<file path="src/rtl/delta_decoder.sv">
// Delta decoder: rebuilds absolute samples from two's-complement differences
// (value[n] = value[n-1] + delta[n] mod 2^WIDTH) behind a one-deep registered output.
module delta_decoder #(
    parameter int unsigned WIDTH     = 16,
    parameter int unsigned CNT_WIDTH = 16
) (
    input  logic                 clk,
    input  logic                 rst_n,
    input  logic                 in_valid,
    output logic                 in_ready,
    input  logic [WIDTH-1:0]     in_delta,
    input  logic                 in_first,
    output logic                 out_valid,
    input  logic                 out_ready,
    output logic [WIDTH-1:0]     out_value,
    output logic                 out_wrap,
    output logic [CNT_WIDTH-1:0] sample_count
);

    logic [WIDTH-1:0] acc;
    logic [WIDTH:0]   sum;
    logic             accept;

    assign in_ready = !out_valid || out_ready;
    assign accept   = in_valid && in_ready;
    assign sum      = {1'b0, acc} + {1'b0, in_delta};

    // The accumulator and the output sample always load the same value,
    // so one register serves as both.
    assign out_value = acc;

    always_ff @(posedge clk or negedge rst_n) begin
        if (!rst_n) begin
            acc          <= '0;
            out_valid    <= 1'b0;
            out_wrap     <= 1'b0;
            sample_count <= '0;
        end else if (accept) begin
            out_valid <= 1'b1;
            if (in_first) begin
                acc          <= in_delta;
                out_wrap     <= 1'b0;
                sample_count <= CNT_WIDTH'(1);
            end else begin
                acc          <= sum[WIDTH-1:0];
                out_wrap     <= sum[WIDTH];
                sample_count <= sample_count + 1'b1;
            end
        end else if (out_valid && out_ready) begin
            out_valid <= 1'b0;
        end
    end

endmodule
</file>
<file path="config.mk">
export PLATFORM = sky130hd
export DESIGN_NAME = delta_decoder
export DESIGN_NICKNAME = d
export VERILOG_FILES = /design/src/rtl/delta_decoder.sv
export SDC_FILE = /design/constraint.sdc
export NUM_CORES = 1
export LEC_CHECK = 0
export BUFFER_PORTS_ARGS = -buffer_cell sky130_fd_sc_hd__buf_2
export CAP_MARGIN = 25
export CORE_MARGIN = 8
export CORE_UTILIZATION = 54
export CTS_CLUSTER_DIAMETER = 200
export DETAILED_ROUTE_END_ITERATION = 16
export PLACE_DENSITY = 0.8
export SLEW_MARGIN = 20
export SYNTH_ARGS = -nofsm -noshare
export SYNTH_HDL_FRONTEND = slang
export SYNTH_SLANG_ARGS = --single-unit
</file>
<file path="constraint.sdc">
create_clock -name clk -period 2.7 [get_ports clk]
set_clock_uncertainty 0.1 [all_clocks]
set_input_delay 0.405 -clock clk [delete_from_list [all_inputs] [get_ports clk]]
set_output_delay 0.405 -clock clk [all_outputs]
set_load 0.005 [all_outputs]
</file>
### After elaboration in Yosys (flattened, before gate mapping)

Index checks and enable logic that the tools add are counted.

| storage, ports and cells | value |
|---|---|
| output and inout port bits | 35 |
| input bits | 21 |
| register bits after elaboration | 34 |
| logic and storage cells | 16 |

| operators by class | value |
|---|---|
| muxes and demuxes | 5 |
| reduce and logical (&&, ||, !) cells | 5 |
| add/sub/neg operators | 2 |

Operators by type and width:

| operator | number |
|---|---|
| 16-bit 2-to-1 mux | 2 |
| 16-bit by 16-bit adder with 17-bit output | 1 |
| 16-bit by 1-bit adder with 16-bit output (second input constant) | 1 |
| 1-bit 2-to-1 mux | 3 |
| 1-bit logical AND | 2 |
| 2-bit nonzero test | 1 |
| 1-bit zero test | 1 |
| 1-bit logical OR | 1 |

### Depth between registers and ports, before layout

| logic depth | value |
|---|---|
| depth after elaboration | 4 |
| mapped depth | 8 |
| gate-level depth less buffers | 8 |

### Worst setup path after synthesis

No wires, ideal clock.

| timing | value |
|---|---|
| path kind | input port to flip-flop |
| start point | in in_delta[0] |
| end point | reg acc[12] (netlist: out_value[12]) |
| library setup time | 0.131 ns |
| path buffers | 0 |
| path slack | 0.458 ns |
| cell stages on the path | 8 |
| data required time | 2.469 ns |
| data arrival time | 2.011 ns |
| cell sequence | ha_1 -> fa_1 -> a21o_1 -> a31o_1 -> o31ai_2 -> o221ai_2 -> xnor2_1 -> o21ai_1 |

| between the ends | value |
|---|---|
| longest elaborated chain between the ends | 2 |

RTL lines:

| what | RTL line | text |
|---|---|---|
| from (decl) | 11 | `input logic [WIDTH-1:0] in_delta,` |
| 16-bit by 16-bit adder with 17-bit output | 26 | `assign sum = {1'b0, acc} + {1'b0, in_delta};` |
| 16-bit 2-to-1 mux | 40 | `if (in_first) begin` |
| to (signal assigned) | 41 | `acc <= in_delta;` |
| to (signal assigned) | 45 | `acc <= sum[WIDTH-1:0];` |
| to (decl) | 20 | `logic [WIDTH-1:0] acc;` |

Every way passes these cells.
A chain may end at the register's enable or synchronous reset.

### Worst setup path after layout

| timing | value |
|---|---|
| start point | reg acc[0] (netlist: out_value[0]) |
| end point | reg acc[12] (netlist: out_value[12]) |

| between the ends | value |
|---|---|
| longest elaborated chain between the ends | 2 |

RTL lines:

| what | RTL line |
|---|---|
| 16-bit by 16-bit adder with 17-bit output | 26 |
| 16-bit 2-to-1 mux | 40 |

Every way passes these cells.

==> results.json <==
{
  "wl_per_cell_um": 15.8,
  "cp-startpoint": "out_value[0]",
  "status": "completed",
  "synth_seq_cells": 34,
  "p_int_w": 0.00143,
  "pin_count": 56,
  "finalCritPeriodShare": 0.891,
  "rsz0062_at_grt": "no",
  "cts-htree-levels": 2,
  "synth-warning-count": 0,
  "syn_area_um2": 2390,
  "p_switching_w": 0.000858,
  "syn_to_final_growth_pct": 18.5,
  "postCtsSetupRepairBufs": 0,
  "antenna_found_initial": 0,
  "power_frac_comb": 0.439,
  "numCtsBuffers": 5,
  "finalMaxSlewViolations": 0,
  "start_util": 0.553,
  "grt_pass1_wl_mm": 10.1,
  "synth_cell_types": 44,
  "row_count": 24,
  "clkSlewWorstSetupHoldPaths_ps": 70,
  "async_reset_ff_frac": 1.00,
  "holdBufCountCts": 0,
  "wl_mm": 5.94,
  "synth_flop_cell": "dfrtp_1",
  "fin_tns_setup_ps": 0,
  "core_area_um2": 4320,
  "grt_remaining_overflow": 0,
  "vias": 2191,
  "hp-class": "in2async",
  "final_cell_mix": "55 x buf_2, 34 x dfrtp_1, 32 x nand2_1",
  "p_seq_frac": 0.309,
  "endpoint_kind": "flop",
  "slew_headroom": 0.467,
  "syn_area_per_cell_um2": 8.76,
  "final_nets": 363,
  "ys_seq_area_frac": 0.356,
  "switching_share": 0.375,
  "fin_crit_ps": 2410,
  "ir_drop_uv": 383,
  "cp.arrival_ps": 2470,
  "finalHoldViolCount": 0,
  "rr_worst_depth": 8,
  "cts_resized": 0,
  "power_frac_clock": 0.251,
  "drive_gt1_frac": 0.231,
  "synth_edf_count": 0,
  "timing.rr.start": "out_value[0]",
  "critical_path_required_ps": 2760,
  "ant_nets": 0,
  "cts_tree": "built",
  "dr.first_iter.drc_count": 132,
  "clkLatencyLatePin_ps": 300,
  "die_width_um": 82.6,
  "startpoint_type": "flop",
  "p_leak_nw": 1.46,
  "clock-sinks": 34,
  "tightest_slew_ps": 799,
  "root_buffer": "clkbuf_8",
  "die_y_um": 82.6,
  "timing.rr.end": "out_value[12]",
  "globalRouteTotalUtil": 0.189,
  "diodes": 0,
  "cp_max_fo": 3,
  "synthesis.nets": 312,
  "via_per_inst": 5.81,
  "post-dp-hpwl_mm": 4.39,
  "finalSetupViolations": 0,
  "drc": 0,
  "mostFrequentLayoutCell": "buf_2",
  "power_density_nw_per_um2": 807,
  "io_buffers": 55,
  "first_pass_iters": 4,
  "cts.path.max_buffers": 2,
  "dieArea_um2": 6820,
  "fmax_ghz": 0.415,
  "timing.hold.ws_ps": 88.0,
  "regToRegSetupSlack_ps": 290,
  "syn-instance-count": 273,
  "worstSetupPathType": "reg2reg",
  "grt_max_degree": 35,
  "gp_congestion": 0.905,
  "grt_pass1_vias": 2200,
  "maxCapViolCount": 0
}
## worst max-delay path, cell delays in order, from the launching register on
cell	delay [ps]
dfrtp_1	390
ha_1	210
fa_1	420
a21o_1	220
a31o_1	250
o31ai_2	280
o221ai_2	170
xnor2_1	160
o21ai_1	70
## how the worst max path moves through the flow
stage,endpoint
detailed placement,out_value[12]
finish,out_value[12]
floorplan,out_value[12]
global route,out_value[12]
CTS,out_value[12]
global placement,out_value[12]
## cells in the mapped netlist (2+ instances only)
master | number | share of area
nand3b_1 | 2 | 0.0063
o21ai_0 | 19 | 0.040
mux2i_1 | 7 | 0.029
ha_1 | 17 | 0.089
o2bb2ai_1 | 2 | 0.0073
a21o_1 | 6 | 0.019
o21a_1 | 4 | 0.013
o21ai_1 | 3 | 0.0063
or3_1 | 2 | 0.0052
o211ai_1 | 2 | 0.0063
and3_1 | 10 | 0.026
nand3_1 | 9 | 0.019
nand2b_1 | 2 | 0.0052
xnor2_1 | 7 | 0.026
o311a_1 | 3 | 0.013
xor2_1 | 15 | 0.055
clkbuf_1 | 9 | 0.014
dfrtp_1 | 34 | 0.36
nor2_1 | 29 | 0.046
and2_1 | 2 | 0.0052
nand2_1 | 32 | 0.050
a21oi_1 | 28 | 0.059
buf_2 | 4 | 0.0084
nand4_1 | 5 | 0.013
## metrics by stage
step	util	worst slack (ps)	instances	instance area (µm²)	power [W]
final	0.656	293	377	2840	0.00229
after detailed placement	0.624	177	369	2700	0.00172
after global placement	0.624	234	369	2700	0.00168
after CTS	0.656	281	377	2840	0.00230
after floorplan	-	458	273	2390	0.00142
after global routing	0.656	142	377	2840	0.00247
## registers in the layout, summed over array words and instances (netlist names)
register and flops:
sample_count 16, out_value 16, out_wrap 1, out_valid 1
## cell families after synthesis
| logic type | after synthesis | share of synthesized area |
|---|---|---|
| AO/OA/AOI/OAI | 77 | 0.201 |
| XOR/XNOR | 22 | 0.0805 |
| adder cells (fa/ha/maj) | 18 | 0.0973 |
| buffers and inverters | 14 | 0.0241 |
| flip-flops | 34 | 0.356 |
| multiplexers | 8 | 0.0340 |
| AND/OR/NAND/NOR | 100 | 0.207 |
## power groups by stage
stage,clock (W),combinational (W),sequential [W]
after CTS,0.000589,0.00101,0.000707
final,0.000575,0.00101,0.000708
after global routing,0.000609,0.00113,0.000724
after global placement,0,0.000972,0.000712
after detailed placement,0,0.00100,0.000715
after floorplan,0,0.000713,0.000710
## final cells by class
cell class / count / area (µm²)
fillers: 377 / 1490
multi-input cells: 225 / 1480
flip-flops and latches: 34 / 851
repair buffers: 58 / 298
clock buffers: 5 / 68.8
clock inverters: 3 / 68.8
well taps: 52 / 65.1
## routing by layer
layer,track usage,vias to the layer above,routed length (µm)
li1,-,1077,-
met1,0.223,1036,2510
met2,0.317,66,2920
met3,0.0400,12,385
met4,0.0966,0,126
met5,0,-,0
(Power assumes the default switching activity.)
